`src/rtl/mc_pkg.sv`:
```
// Shared encodings for the MIPS-lite multi-cycle control unit:
// opcodes, FSM state numbering, ALUOp codes and the control-word layout.
package mc_pkg;

    localparam logic [5:0] OP_RTYPE = 6'b000000;
    localparam logic [5:0] OP_LW    = 6'b100011;
    localparam logic [5:0] OP_SW    = 6'b101011;
    localparam logic [5:0] OP_BEQ   = 6'b000100;
    localparam logic [5:0] OP_J     = 6'b000010;
    localparam logic [5:0] OP_NORI  = 6'b001110;

    localparam logic [1:0] PCSRC_ALU    = 2'b00;
    localparam logic [1:0] PCSRC_ALUOUT = 2'b01;
    localparam logic [1:0] PCSRC_JUMP   = 2'b10;

    localparam logic [1:0] SRCB_REG    = 2'b00;
    localparam logic [1:0] SRCB_FOUR   = 2'b01;
    localparam logic [1:0] SRCB_IMM    = 2'b10;
    localparam logic [1:0] SRCB_BRANCH = 2'b11;

    typedef enum logic [3:0] {
        ST_FETCH  = 4'd0,
        ST_DECODE = 4'd1,
        ST_MEMADR = 4'd2,
        ST_MEMRD  = 4'd3,
        ST_MEMWB  = 4'd4,
        ST_MEMWR  = 4'd5,
        ST_EXEC   = 4'd6,
        ST_RWB    = 4'd7,
        ST_BRANCH = 4'd8,
        ST_JUMP   = 4'd9,
        ST_NORIEX = 4'd10,
        ST_NORIWB = 4'd11
    } state_e;

    typedef enum logic [2:0] {
        ALUOP_ADD   = 3'b000,
        ALUOP_SUB   = 3'b001,
        ALUOP_FUNCT = 3'b010,
        ALUOP_NOR   = 3'b011
    } aluop_e;

    typedef struct packed {
        logic       pcwrite;
        logic       pcwritecond;
        logic [1:0] pcsource;
        logic       iord;
        logic       memread;
        logic       memwrite;
        logic       irwrite;
        logic       memtoreg;
        logic       regdst;
        logic       regwrite;
        logic       alusrca;
        logic [1:0] alusrcb;
        logic       zext;
        aluop_e     aluop;
    } ctrl_t;

endpackage

```
`src/rtl/mc_control_if.sv`:
```
// Control bundle between the main control FSM (slave side) and the datapath
// that supplies the opcode and memory handshake (master side).
interface mc_control_if;
    import mc_pkg::*;

    logic [5:0] op;
    logic       mem_ready;
    logic       pcwrite;
    logic       pcwritecond;
    logic [1:0] pcsource;
    logic       iord;
    logic       memread;
    logic       memwrite;
    logic       irwrite;
    logic       memtoreg;
    logic       regdst;
    logic       regwrite;
    logic       alusrca;
    logic [1:0] alusrcb;
    logic       zext;
    logic       aluop2;
    logic       aluop1;
    logic       aluop0;
    logic       illegal_op;
    logic       instr_done;

    modport slave (
        input  op, mem_ready,
        output pcwrite, pcwritecond, pcsource, iord, memread, memwrite, irwrite,
               memtoreg, regdst, regwrite, alusrca, alusrcb, zext,
               aluop2, aluop1, aluop0, illegal_op, instr_done
    );

    modport master (
        output op, mem_ready,
        input  pcwrite, pcwritecond, pcsource, iord, memread, memwrite, irwrite,
               memtoreg, regdst, regwrite, alusrca, alusrcb, zext,
               aluop2, aluop1, aluop0, illegal_op, instr_done
    );

endinterface

```
`src/rtl/mc_outdec.sv`:
```
// Pure state-to-control-word decoder. FETCH reports irwrite/pcwrite as 1;
// the parent gates them with the memory handshake.
module mc_outdec
    import mc_pkg::*;
(
    input  state_e state_i,
    output ctrl_t  ctrl_o
);

    // Moore control word for each FSM state; unlisted fields stay 0
    always_comb begin
        ctrl_o = '0;
        case (state_i)
            ST_FETCH: begin
                ctrl_o.memread  = 1'b1;
                ctrl_o.irwrite  = 1'b1;
                ctrl_o.pcwrite  = 1'b1;
                ctrl_o.alusrcb  = SRCB_FOUR;
                ctrl_o.aluop    = ALUOP_ADD;
                ctrl_o.pcsource = PCSRC_ALU;
            end
            ST_DECODE: begin
                ctrl_o.alusrcb = SRCB_BRANCH;
                ctrl_o.aluop   = ALUOP_ADD;
            end
            ST_MEMADR: begin
                ctrl_o.alusrca = 1'b1;
                ctrl_o.alusrcb = SRCB_IMM;
                ctrl_o.aluop   = ALUOP_ADD;
            end
            ST_MEMRD: begin
                ctrl_o.memread = 1'b1;
                ctrl_o.iord    = 1'b1;
            end
            ST_MEMWB: begin
                ctrl_o.regwrite = 1'b1;
                ctrl_o.memtoreg = 1'b1;
            end
            ST_MEMWR: begin
                ctrl_o.memwrite = 1'b1;
                ctrl_o.iord     = 1'b1;
            end
            ST_EXEC: begin
                ctrl_o.alusrca = 1'b1;
                ctrl_o.alusrcb = SRCB_REG;
                ctrl_o.aluop   = ALUOP_FUNCT;
            end
            ST_RWB: begin
                ctrl_o.regwrite = 1'b1;
                ctrl_o.regdst   = 1'b1;
            end
            ST_BRANCH: begin
                ctrl_o.alusrca     = 1'b1;
                ctrl_o.alusrcb     = SRCB_REG;
                ctrl_o.aluop       = ALUOP_SUB;
                ctrl_o.pcwritecond = 1'b1;
                ctrl_o.pcsource    = PCSRC_ALUOUT;
            end
            ST_JUMP: begin
                ctrl_o.pcwrite  = 1'b1;
                ctrl_o.pcsource = PCSRC_JUMP;
            end
            ST_NORIEX: begin
                ctrl_o.alusrca = 1'b1;
                ctrl_o.alusrcb = SRCB_IMM;
                ctrl_o.zext    = 1'b1;
                ctrl_o.aluop   = ALUOP_NOR;
            end
            ST_NORIWB: begin
                ctrl_o.regwrite = 1'b1;
            end
            default: begin
                ctrl_o = '0;
            end
        endcase
    end

endmodule

```
`src/rtl/mc_control.sv`:
```
// Multi-cycle main control FSM: state register, next-state logic and the
// mem_ready / reset gating applied on top of the state decoder.
module mc_control
    import mc_pkg::*;
(
    input  logic      clk,
    input  logic      rst_n,
    mc_control_if.slave bus
);

    state_e state_q;
    state_e state_d;
    ctrl_t  ctrl_s;
    ctrl_t  gated_s;
    ctrl_t  out_s;
    logic   fetch_go_s;
    logic   illegal_s;
    logic   done_s;

    mc_outdec u_outdec (
        .state_i (state_q),
        .ctrl_o  (ctrl_s)
    );

    // State register; reset lands in FETCH immediately
    always_ff @(posedge clk or negedge rst_n) begin
        if (!rst_n) begin
            state_q <= ST_FETCH;
        end else begin
            state_q <= state_d;
        end
    end

    // Next state plus the op/handshake-dependent illegal and done flags
    always_comb begin
        state_d   = state_q;
        illegal_s = 1'b0;
        done_s    = 1'b0;
        case (state_q)
            ST_FETCH: begin
                if (bus.mem_ready) state_d = ST_DECODE;
                else               state_d = ST_FETCH;
            end
            ST_DECODE: begin
                case (bus.op)
                    OP_LW, OP_SW: state_d = ST_MEMADR;
                    OP_RTYPE:     state_d = ST_EXEC;
                    OP_BEQ:       state_d = ST_BRANCH;
                    OP_J:         state_d = ST_JUMP;
                    OP_NORI:      state_d = ST_NORIEX;
                    default: begin
                        illegal_s = 1'b1;
                        done_s    = 1'b1;
                        state_d   = ST_FETCH;
                    end
                endcase
            end
            ST_MEMADR: begin
                if (bus.op == OP_LW) state_d = ST_MEMRD;
                else                 state_d = ST_MEMWR;
            end
            ST_MEMRD: begin
                if (bus.mem_ready) state_d = ST_MEMWB;
                else               state_d = ST_MEMRD;
            end
            ST_MEMWR: begin
                if (bus.mem_ready) begin
                    state_d = ST_FETCH;
                    done_s  = 1'b1;
                end else begin
                    state_d = ST_MEMWR;
                end
            end
            ST_EXEC:   state_d = ST_RWB;
            ST_NORIEX: state_d = ST_NORIWB;
            ST_MEMWB, ST_RWB, ST_BRANCH, ST_JUMP, ST_NORIWB: begin
                state_d = ST_FETCH;
                done_s  = 1'b1;
            end
            default: begin
                state_d = ST_FETCH;
            end
        endcase
    end

    assign fetch_go_s = (state_q != ST_FETCH) | bus.mem_ready;

    // IR/PC load only when the fetch read completes; everything drops in reset
    always_comb begin
        gated_s         = ctrl_s;
        gated_s.irwrite = ctrl_s.irwrite & fetch_go_s;
        gated_s.pcwrite = ctrl_s.pcwrite & fetch_go_s;
        out_s           = rst_n ? gated_s : '0;
    end

    assign bus.pcwrite     = out_s.pcwrite;
    assign bus.pcwritecond = out_s.pcwritecond;
    assign bus.pcsource    = out_s.pcsource;
    assign bus.iord        = out_s.iord;
    assign bus.memread     = out_s.memread;
    assign bus.memwrite    = out_s.memwrite;
    assign bus.irwrite     = out_s.irwrite;
    assign bus.memtoreg    = out_s.memtoreg;
    assign bus.regdst      = out_s.regdst;
    assign bus.regwrite    = out_s.regwrite;
    assign bus.alusrca     = out_s.alusrca;
    assign bus.alusrcb     = out_s.alusrcb;
    assign bus.zext        = out_s.zext;
    assign bus.aluop2      = out_s.aluop[2];
    assign bus.aluop1      = out_s.aluop[1];
    assign bus.aluop0      = out_s.aluop[0];
    assign bus.illegal_op  = rst_n & illegal_s;
    assign bus.instr_done  = rst_n & done_s;

endmodule

```
`src/flat_wrapper.sv`:
```
// flat-port wrapper written by rule: the top's interface ports become plain ports
module mc_control_flat import mc_pkg::*;
  (clk, rst_n, bus_op, bus_mem_ready, bus_pcwrite, bus_pcwritecond, bus_pcsource, bus_iord, bus_memread, bus_memwrite, bus_irwrite, bus_memtoreg, bus_regdst, bus_regwrite, bus_alusrca, bus_alusrcb, bus_zext, bus_aluop2, bus_aluop1, bus_aluop0, bus_illegal_op, bus_instr_done);
  mc_control_if bus_i ();
  input  logic clk;
  input  logic rst_n;
  input wire logic [$bits(bus_i.op)-1:0] bus_op;
  input wire logic [$bits(bus_i.mem_ready)-1:0] bus_mem_ready;
  output wire logic [$bits(bus_i.pcwrite)-1:0] bus_pcwrite;
  output wire logic [$bits(bus_i.pcwritecond)-1:0] bus_pcwritecond;
  output wire logic [$bits(bus_i.pcsource)-1:0] bus_pcsource;
  output wire logic [$bits(bus_i.iord)-1:0] bus_iord;
  output wire logic [$bits(bus_i.memread)-1:0] bus_memread;
  output wire logic [$bits(bus_i.memwrite)-1:0] bus_memwrite;
  output wire logic [$bits(bus_i.irwrite)-1:0] bus_irwrite;
  output wire logic [$bits(bus_i.memtoreg)-1:0] bus_memtoreg;
  output wire logic [$bits(bus_i.regdst)-1:0] bus_regdst;
  output wire logic [$bits(bus_i.regwrite)-1:0] bus_regwrite;
  output wire logic [$bits(bus_i.alusrca)-1:0] bus_alusrca;
  output wire logic [$bits(bus_i.alusrcb)-1:0] bus_alusrcb;
  output wire logic [$bits(bus_i.zext)-1:0] bus_zext;
  output wire logic [$bits(bus_i.aluop2)-1:0] bus_aluop2;
  output wire logic [$bits(bus_i.aluop1)-1:0] bus_aluop1;
  output wire logic [$bits(bus_i.aluop0)-1:0] bus_aluop0;
  output wire logic [$bits(bus_i.illegal_op)-1:0] bus_illegal_op;
  output wire logic [$bits(bus_i.instr_done)-1:0] bus_instr_done;
  assign bus_i.op = bus_op;
  assign bus_i.mem_ready = bus_mem_ready;
  assign bus_pcwrite = bus_i.pcwrite;
  assign bus_pcwritecond = bus_i.pcwritecond;
  assign bus_pcsource = bus_i.pcsource;
  assign bus_iord = bus_i.iord;
  assign bus_memread = bus_i.memread;
  assign bus_memwrite = bus_i.memwrite;
  assign bus_irwrite = bus_i.irwrite;
  assign bus_memtoreg = bus_i.memtoreg;
  assign bus_regdst = bus_i.regdst;
  assign bus_regwrite = bus_i.regwrite;
  assign bus_alusrca = bus_i.alusrca;
  assign bus_alusrcb = bus_i.alusrcb;
  assign bus_zext = bus_i.zext;
  assign bus_aluop2 = bus_i.aluop2;
  assign bus_aluop1 = bus_i.aluop1;
  assign bus_aluop0 = bus_i.aluop0;
  assign bus_illegal_op = bus_i.illegal_op;
  assign bus_instr_done = bus_i.instr_done;
  mc_control u_core (.clk(clk), .rst_n(rst_n), .bus(bus_i));
endmodule
```
`config.mk`:
```
export PLATFORM = sky130hd
export DESIGN_NAME = mc_control_flat
export DESIGN_NICKNAME = d
export VERILOG_FILES = /design/src/rtl/mc_pkg.sv /design/src/rtl/mc_control_if.sv /design/src/rtl/mc_outdec.sv /design/src/rtl/mc_control.sv /design/src/flat_wrapper.sv
export SDC_FILE = /design/constraint.sdc
export NUM_CORES = 1
export LEC_CHECK = 0
export CORE_ASPECT_RATIO = 0.9
export CORE_MARGIN = 2
export CORE_UTILIZATION = 35
export DETAILED_ROUTE_END_ITERATION = 16
export DONT_BUFFER_PORTS = 1
export PLACE_DENSITY = 0.6
export SETUP_SLACK_MARGIN = 0.5
export SLEW_MARGIN = 20
export SYNTH_ARGS = -nofsm -noshare
export SYNTH_HDL_FRONTEND = slang
export SYNTH_SLANG_ARGS = --single-unit
```
`constraint.sdc`:
```
create_clock -name clk -period 4.7 [get_ports clk]
set_clock_uncertainty 0.15 [all_clocks]
set_input_delay 0.47 -clock clk [delete_from_list [all_inputs] [get_ports clk]]
set_output_delay 0.47 -clock clk [all_outputs]
set_load 0.01 [all_outputs]
```
==> flow_metrics.env <==
export IMPL_outcome="finished clean"
export IMPL_dieWidth_um=49.4
export IMPL_num_io_pins=29
export IMPL_finalSetupViolCount=0
export IMPL_number_of_flops_mapped_to_enable_cells_by_yosys=0
export IMPL_crit_reg2reg_capture="u_core.state_q[2]"
export IMPL_fin_cells=113
export IMPL_post_synth_instance_area_um2=648
export IMPL_netlist_top_cells_area="sky130_fd_sc_hd__dfrtp_1, sky130_fd_sc_hd__nand2_1, sky130_fd_sc_hd__nor3b_1"
export IMPL_track_usage_pct=15.7
export IMPL_yosysMostFrequentCell="sky130_fd_sc_hd__nand2_1"
export IMPL_yosys_area_top_type_share_pct=15.4
export IMPL_cp_end_kind="output pin"
export IMPL_fmax_mhz=401
export IMPL_hold_viol=0
export IMPL_cts_buffers=3
export IMPL_setup_repair_after_global_routing_missed_its_margin="false"
export IMPL_ys_warn_count=0
export IMPL_min_period_ns=2.49
export IMPL_cp_max_fo=18
export IMPL_type_of_the_setup_path_with_the_least_slack="reg -> out"
export IMPL_layout_drive_gt1_share_pct=7.87
export IMPL_routed_wirelength_um=1610
export IMPL_clk_transition_reported_paths_ns=0.04
export IMPL_portBuffers=0
export IMPL_leakagePower_uw=0.000210
export IMPL_async_set_reset_flop_share_out_of_synthesis_pct=100
export IMPL_grt_overflow_total=0
export IMPL_reg_top3="u_core.state_q x4"
export IMPL_detailedPlace_worstSlack_ns=2.45
export IMPL_final_setup_tns_ns=0
export IMPL_std_cell_rows=14
export IMPL_grt_pass1_vias=610
export IMPL_antenna_cells=0
export IMPL_largest_reg_flops=4
export IMPL_netlist_cell_type_count=38
export IMPL_post_route_worst_setup_slack_ns=2.21
export IMPL_core_region_area_um2=1700
export IMPL_netlist_top_cells_count="sky130_fd_sc_hd__nand2_1, sky130_fd_sc_hd__nor2_1, sky130_fd_sc_hd__nor3_1, sky130_fd_sc_hd__a21oi_1, sky130_fd_sc_hd__buf_2"
export IMPL_synth_sequential_area_ratio_pct=15.4
export IMPL_syn_mean_instance_area_um2=6.68
export IMPL_post_dp_hpwl_um=1170
export IMPL_die_area_um2=2210
export IMPL_crit_required_ns=4.08
export IMPL_clockRootBuffer="sky130_fd_sc_hd__clkbuf_4"
export IMPL_initial_core_util_pct=38.1
export IMPL_stdcell_area_um2=649
export IMPL_num_vias=675
export IMPL_htree_num_levels=1
export IMPL_antenna_violations_before_repair=0
export IMPL_ctsLongestPathBuffers=2
export IMPL_synthDominantAreaCellType="sky130_fd_sc_hd__dfrtp_1"
export IMPL_postCtsSetupRepairBufs=0
export IMPL_vias_per_cell=5.97
export IMPL_drt_first_iter_violations=12
export IMPL_design_final_nets=100
export IMPL_layout_worst_path_cycle_share_pct=53.1
export IMPL_grt_start_max_net_pins=20
export IMPL_placement_cell_area_um2=617
export IMPL_tritoncts_clock_tree="built"
export IMPL_post_route_util_pct=38.2
export IMPL_drtPass1Iterations=4
export IMPL_cp_arrival_ns=1.87
export IMPL_post_synth_inst_count=97
export IMPL_critPathLaunchType="flop"
export IMPL_drv_max_cap_violation_count=0
export IMPL_cts_hold_bufs=1
export IMPL_r2r_start="u_core.state_q[0]"
export IMPL_postRouteAntennaNets=0
export IMPL_power_density_nw_per_um2=213
export IMPL_worstSkewPairLatency_ns=0.23
export IMPL_remaining_design_rule_violation_count=0
export IMPL_synth_ff_type="sky130_fd_sc_hd__dfrtp_1"
export IMPL_area_delta_synth_final_pct=0.193
export IMPL_flip_flop_and_latch_count_after_synthesis=4
export IMPL_wire_per_inst_um=14.3
export IMPL_placedCellCount=109
export IMPL_slew_headroom_pct=56.7
export IMPL_gp_congestion=0.733
export IMPL_die_height_um=44.8
export IMPL_registers_top_by_ff_count="u_core.state_q"
export IMPL_worstMarginPinSlew_ns=0.644
export IMPL_postCtsResizedCells=0
export IMPL_holdPathEnd="u_core.state_q[0]"
export IMPL_worst_hold_path_type="in -> reg"
export IMPL_cts_sinks=4
export IMPL_grt_pass1_wl_um=2670
export IMPL_vdd_ir_drop_worst_v=0.0000965
export IMPL_setup_reg_to_reg_worst_slack_ns=2.80
export IMPL_worst_hold_path_num_cells=1
export IMPL_final_max_slew_violation_count=0
export IMPL_timing_reg2reg_worst_path_depth=4
export IMPL_synth_fp_nets=106
export IMPL_hp_start="bus_op[1]"
power by group:
| group | switching, uW | total [uW] | internal (uW) |
|---|---|---|---|
| Sequential | 11.3 | 48.4 | 37.0 |
| Combinational | 27.2 | 47.8 | 20.6 |
| Clock | 13.8 | 42.4 | 28.5 |
| Total | 52.4 | 139 | 86.2 |
metal layers:
| metal | track usage, % | vias up | wire [um] |
|---|---|---|---|
| li1 | - | 337 | - |
| met1 | 19.4 | 311 | 730 |
| met2 | 25.1 | 25 | 742 |
| met3 | 5.30 | 2 | 124 |
| met4 | 6.86 | 0 | 14 |
| met5 | 0 | - | 0 |
cell type report:
| cell class | instances | area [um2] |
|---|---|---|
| inverters | 1 | 3.75 |
| well taps | 24 | 30.0 |
| fillers | 204 | 1050 |
| repair buffers | 1 | 10.0 |
| flip-flops and latches | 4 | 100 |
| clock buffers | 3 | 22.5 |
| multi-input cells | 80 | 483 |
critical path, cell delays in order, from the launching register on:
cell and delay [ns]:
sky130_fd_sc_hd__dfrtp_1 0.64, sky130_fd_sc_hd__and2b_1 0.32, sky130_fd_sc_hd__o311a_1 0.22, sky130_fd_sc_hd__a311oi_1 0.10, sky130_fd_sc_hd__a211oi_1 0.36
how the worst max path moves through the flow:
stage | startpoint | to | slack [ns] | cells after the start
floorplan | bus_op[0] | bus_instr_done | 2.53 | 4
global placement | u_core.state_q[0] | bus_instr_done | 2.47 | 4
detailed placement | u_core.state_q[0] | bus_instr_done | 2.45 | 4
CTS | u_core.state_q[0] | bus_instr_done | 2.19 | 4
global route | u_core.state_q[0] | bus_instr_done | 2.03 | 4
finish | u_core.state_q[0] | bus_instr_done | 2.21 | 4
placed cells by master (no fill, tap or decap), types with 3 or more instances in the layout:
| master | n |
|---|---|
| sky130_fd_sc_hd__clkbuf_4 | 3 |
| sky130_fd_sc_hd__o21ai_0 | 3 |
| sky130_fd_sc_hd__nor3b_1 | 5 |
| sky130_fd_sc_hd__nand2b_1 | 4 |
| sky130_fd_sc_hd__nand3_1 | 4 |
| sky130_fd_sc_hd__a21oi_1 | 6 |
| sky130_fd_sc_hd__nor3_1 | 7 |
| sky130_fd_sc_hd__nor2b_1 | 3 |
| sky130_fd_sc_hd__nand2_1 | 10 |
| sky130_fd_sc_hd__nor2_1 | 8 |
| sky130_fd_sc_hd__dfrtp_1 | 4 |
| sky130_fd_sc_hd__xnor2_1 | 3 |
cell families (layout without fill, tap and decap cells):
group | Yosys count | in the layout | synth area share (%)
AO/OA/AOI/OAI | 21 | 21 | 22.6
XOR/XNOR | 3 | 3 | 4.05
buffers and inverters | 13 | 5 | 10.0
flip-flops | 4 | 4 | 15.4
multiplexers | 1 | 1 | 1.54
other | 1 | 1 | 0.579
AND/OR/NAND/NOR | 54 | 54 | 45.8
per-stage QoR:
step	hold slack [ns]	power, uW
floorplan	0.0244	93.5
global placement	0.0247	94.5
global route	0.248	150
CTS	0.238	140
finish	0.239	139
detailed placement	0.0247	95.5
(Power assumes the default switching activity.)
